`config.mk`:
```
export PLATFORM = sky130hd
export DESIGN_NAME = vin_freq_counter
export DESIGN_NICKNAME = d
export VERILOG_FILES = /design/src/rtl/vin_freq_counter.sv
export SDC_FILE = /design/constraint.sdc
export NUM_CORES = 1
export LEC_CHECK = 0
export CAP_MARGIN = 20
export CELL_PAD_IN_SITES_DETAIL_PLACEMENT = 0
export CELL_PAD_IN_SITES_GLOBAL_PLACEMENT = 1
export CORE_UTILIZATION = 35
export CTS_CLUSTER_SIZE = 16
export DETAILED_ROUTE_END_ITERATION = 6
export DONT_BUFFER_PORTS = 1
export PLACE_DENSITY = 0.69
export SETUP_SLACK_MARGIN = 0.1
export SLEW_MARGIN = 20
export SYNTH_ARGS = -nofsm -noshare
export SYNTH_HDL_FRONTEND = slang
export SYNTH_SLANG_ARGS = --single-unit
```
`constraint.sdc`:
```
create_clock -name clk -period 2.12 [get_ports clk]
set_input_delay 0.424 -clock clk [delete_from_list [all_inputs] [get_ports clk]]
set_output_delay 0.424 -clock clk [all_outputs]
set_load 0.05 [all_outputs]
```
`src/rtl/vin_freq_counter.sv`:
```
// vin_freq_counter: frequency-measuring VIN channel.
// Counts rising edges of one asynchronous VIN pin over a fixed gate window of
// GATE_CYCLES clk cycles and publishes the saturating count as processVariable,
// with a one-cycle update strobe and a sticky overflow flag per window.
// Optional build macro VIN_FILTER_EN inserts a FILTER_LEN-sample glitch filter
// between the synchroniser and the edge detector.
module vin_freq_counter #(
   parameter int WIDTH       = 16,
   parameter int GATE_CYCLES = 4800000,
   parameter int FILTER_LEN  = 4
) (
   input  logic             clk,
   input  logic             rst_n,
   input  logic             enable,
   input  logic             vin,
   output logic [WIDTH-1:0] processVariable,
   output logic             update,
   output logic             overflow
);

   localparam int               GC_W    = (GATE_CYCLES > 1) ? $clog2(GATE_CYCLES) : 1;
   localparam logic [GC_W-1:0]  GC_LAST = GC_W'(GATE_CYCLES - 1);
   localparam logic [WIDTH-1:0] EC_MAX  = {WIDTH{1'b1}};

   logic             r_s1;
   logic             r_s2;
   logic             r_lvl_d;
   logic             w_lvl;
   logic             w_edge;
   logic             w_term;
   logic [GC_W-1:0]  r_gc;
   logic [WIDTH-1:0] r_ec;
   logic             r_sat;
   logic [WIDTH-1:0] w_pv_next;
   logic             w_ov_next;

   // Two-flop synchroniser for the asynchronous VIN pin.
   always_ff @(posedge clk or negedge rst_n) begin
      if (!rst_n) begin
         r_s1 <= 1'b0;
         r_s2 <= 1'b0;
      end else begin
         r_s1 <= vin;
         r_s2 <= r_s1;
      end
   end

`ifdef VIN_FILTER_EN
   localparam int              FC_W    = $clog2(FILTER_LEN + 1);
   localparam logic [FC_W-1:0] FC_LAST = FC_W'(FILTER_LEN - 1);

   logic [FC_W-1:0] r_fc;
   logic            r_flt;

   // Accept a new level only after FILTER_LEN consecutive differing samples.
   always_ff @(posedge clk or negedge rst_n) begin
      if (!rst_n) begin
         r_fc  <= {FC_W{1'b0}};
         r_flt <= 1'b0;
      end else if (r_s2 == r_flt) begin
         r_fc  <= {FC_W{1'b0}};
      end else if (r_fc == FC_LAST) begin
         r_flt <= r_s2;
         r_fc  <= {FC_W{1'b0}};
      end else begin
         r_fc  <= r_fc + FC_W'(1);
      end
   end

   assign w_lvl = r_flt;
`else
   // FILTER_LEN only matters for the filtered build.
   localparam int filter_len_unused = FILTER_LEN;

   assign w_lvl = r_s2;
`endif

   // Previous level for rising-edge detection; runs regardless of enable.
   always_ff @(posedge clk or negedge rst_n) begin
      if (!rst_n) begin
         r_lvl_d <= 1'b0;
      end else begin
         r_lvl_d <= w_lvl;
      end
   end

   assign w_edge = w_lvl & ~r_lvl_d;
   assign w_term = (r_gc == GC_LAST);

   // Closing value of the window: an edge on the terminal cycle still counts.
   always_comb begin
      w_pv_next = r_ec;
      w_ov_next = r_sat;
      if (w_edge) begin
         if (r_ec == EC_MAX) begin
            w_ov_next = 1'b1;
         end else begin
            w_pv_next = r_ec + WIDTH'(1);
         end
      end else begin
         w_ov_next = r_sat;
      end
   end

   // Gate counter, edge counter and published result.
   always_ff @(posedge clk or negedge rst_n) begin
      if (!rst_n) begin
         r_gc            <= {GC_W{1'b0}};
         r_ec            <= {WIDTH{1'b0}};
         r_sat           <= 1'b0;
         processVariable <= {WIDTH{1'b0}};
         overflow        <= 1'b0;
         update          <= 1'b0;
      end else if (!enable) begin
         r_gc            <= {GC_W{1'b0}};
         r_ec            <= {WIDTH{1'b0}};
         r_sat           <= 1'b0;
         processVariable <= {WIDTH{1'b0}};
         overflow        <= 1'b0;
         update          <= 1'b0;
      end else if (w_term) begin
         r_gc            <= {GC_W{1'b0}};
         r_ec            <= {WIDTH{1'b0}};
         r_sat           <= 1'b0;
         processVariable <= w_pv_next;
         overflow        <= w_ov_next;
         update          <= 1'b1;
      end else begin
         r_gc            <= r_gc + GC_W'(1);
         update          <= 1'b0;
         if (w_edge) begin
            if (r_ec == EC_MAX) begin
               r_sat <= 1'b1;
            end else begin
               r_ec  <= r_ec + WIDTH'(1);
            end
         end
      end
   end

endmodule

```
==> impl_results.md <==
- Run status: finished, final reports clean
- Fin crit share: 92.3%
- Initial Util: 36.4%
- Final WL: 6000 um
- TritonCTS clock tree: yes
- Top_reg_cell synth: dfrtp_1
- Worst-Skew Late Latency: 0.34 ns
- Number of core rows: 32
- First-pass GRT wire length: 10100 um
- Mapped Area: 2830 um^2
- Crit path time final: 1.96 ns
- Initial drt markers: 86
- # IOs: 22
- Syn nets: 269
- Vias in the first global route: 1974
- Antenna violations before repair: 0
- Power share of the combinational group: 3.3%
- Area leader, netlist: dfrtp_1
- Root buf cell: clkbuf_8
- CTS clock-pin slew for the worst setup and hold paths: 0.07 ns
- GPL Wtd Cong: 0.774
- Synth top area share: 54.0%
- Hold Crit Class: input port to flip-flop
- Half-perimeter wire length after placement: 3910 um
- First-pass iteration count of the detailed router: 4
- Syn_area_per_cell: 10.7 um^2
- Final Util: 42.7%
- Ys async rst share: 100%
- RSZ-0062 raised after global routing: yes
- Routed len/inst: 15.3 um
- Multi-input gate area: 1240 um^2
- Via density: 5.11
- Peak VDD IR: 405 uV
- Pleak: 1.42 nW
- DRC violations left: 0
- Area of the die: 8440 um^2
- Kind of critical path: flip-flop to flip-flop
- Number of synthesized flops with an enable pin: 0
- Netlist cell types: 43
- Hold violation count in the final report: 0
- CP Max Fanout: 15
- Slew Limit Fails: 0
- Vias post-DR: 2004
- Overflow after GRT: 0
- Switching Share: 21.0%
- Layout Area Growth over Synthesis: 17.4%
- Post-synthesis sequential area ratio: 54.0%
- Net Switching: 0.000510 W
- Die width: 91.8 um
- Port bufs: 0
- Setup crit end kind: flip-flop
- Fin nets: 291
- Htree depth: 3
- PwrDens: 733 nW/um^2
- All-Layer GR Usage: 15.7%
- CTS Buffer Depth: 2
- Synth Instances: 263
- CTS sink count: 61
- Internal power: 0.00192 W
- Worst slew pin tran: 0.521 ns
- CP Data Required Time: 2.34 ns
- Clock skew: 0.00504 ns
- Final ANT Viol Nets: 0
- Final setup viols: 0
- Synth Register Bits: 61
- Max cap viols: 0
- Reg area: 1530 um^2
- Fmax: 0.511 GHz
- Area contributors post-synth: dfrtp_1 54%, nor2_1 5.7%, xnor2_1 5.6%
- CTS buffer count: 9
- Worst slack at placement: 0.0866 ns
- Most common cell in the netlist: dfrtp_1
- Die Height: 91.8 um
- Filler Cell Count: 761
- Pin count of the biggest net entering global routing: 62
- Ys Warns: 0
- Clock power share: 48.1%
- Startpoint Class: flip-flop
- N_diodes: 0
- Share of post-route cells with drive strength above 1: 14.8%
- Worst Setup Slack, final: 0.164 ns
- Setup_tns: 0 ns
- Seq pwr share: 48.6%
- Synth top cells by count: 61 x dfrtp_1, 43 x nor2_1, 18 x xnor2_1
- Crit path DAT: 2.18 ns
- Core outline area: 7770 um^2
- Slew headroom: 65.0%
through the flow:
stage	cell area (um^2)	hold slack, ns	std cells	power, W
2_1_floorplan	2830	0.128	263	0.00124
3_3_place_gp	2990	0.130	371	0.00125
3_5_place_dp	2990	0.130	371	0.00125
4_1_cts	3260	0.0982	389	0.00246
5_1_grt	3320	0.0931	392	0.00251
6_report	3320	0.113	392	0.00243
cell usage in the layout (no fill, tap or decap), drive strengths merged, types with 4 or more instances in the layout:
cell type	n
dfrtp	61
nor2	43
xnor2	18
buf	17
o2bb2ai	15
nand3	12
nand2	12
clkbuf	12
xor2	11
nand4	10
nor3	8
and4	6
and3	6
a21oi	6
nand2b	6
inv	5
and2	5
nor4	5
o21ai	4
worst max-delay path, stage by stage, from the launching register on:
cell	delay (ns)
dfrtp_1	0.39
or4b_4	0.56
nor4_4	0.25
and2_4	0.22
nand2b_2	0.18
buf_6	0.18
nor2_1	0.06
area by class of cell:
cell class              count  area share (%)
flip-flops and latches     61            46.0
multi-input cells         190            37.4
repair buffers             18            5.35
clock buffers              12            4.68
well taps                 102            3.85
clock inverters             4            2.11
inverters                   5           0.566
sequential cells by signal (all words and copies together) (netlist names):
register         flops
r_lvl_d              1
processVariable     16
r_ec                16
overflow             1
r_gc                23
r_sat                1
r_s1                 1
r_s2                 1
update               1
repair_timing:
action | in CTS | in global routing
setup endpoints to repair | 30 | 54
gates resized for setup | 0 | 11
cloned | 0 | 1
hold buffers | 2 | 0
pin swaps | 0 | 3
hold endpoints to repair | 61 | 0
setup buffers | 0 | 2
power groups by stage:
stage               combinational [W]  sequential, W  clock (W)
finish                      0.0000797        0.00118    0.00117
global route                0.0000918        0.00118    0.00124
CTS                         0.0000791        0.00118    0.00120
detailed placement          0.0000470        0.00120          0
global placement            0.0000461        0.00120          0
floorplan                   0.0000396        0.00120          0
cell families after synthesis:
kind of cell / Yosys count / synth area share, %
simple gates: 123 / 23.5
flops: 61 / 54.0
compound gates: 35 / 9.17
xor+xnor: 29 / 8.99
buf+inv: 12 / 3.10
fa+ha+maj: 2 / 0.886
mux: 1 / 0.354
routing by layer:
metal  GRT usage (%)  vias up  share of wire, %
li1                -      979                 -
met1            19.5      995                47
met2            25.7       21                49
met3            5.64        9               3.3
met4            4.69        0               1.3
met5               0        -                 0
worst paths after layout:
| kind | cells past startpoint | to | from | slack [ns] |
|---|---|---|---|---|
| max | 6 | r_ec[4] | r_gc[15] | 0.16 |
| min | 0 | r_s1 | vin | 0.11 |
| max reg2reg | 6 | r_ec[4] | r_gc[15] | 0.16 |
| min reg2reg | 0 | r_s2 | r_s1 | 0.34 |
| max in group asynchronous | 2 | r_gc[20] | rst_n | 1.24 |
| min in group asynchronous | 2 | processVariable[3] | rst_n | 0.62 |
Power figures use the tool's default switching activity.
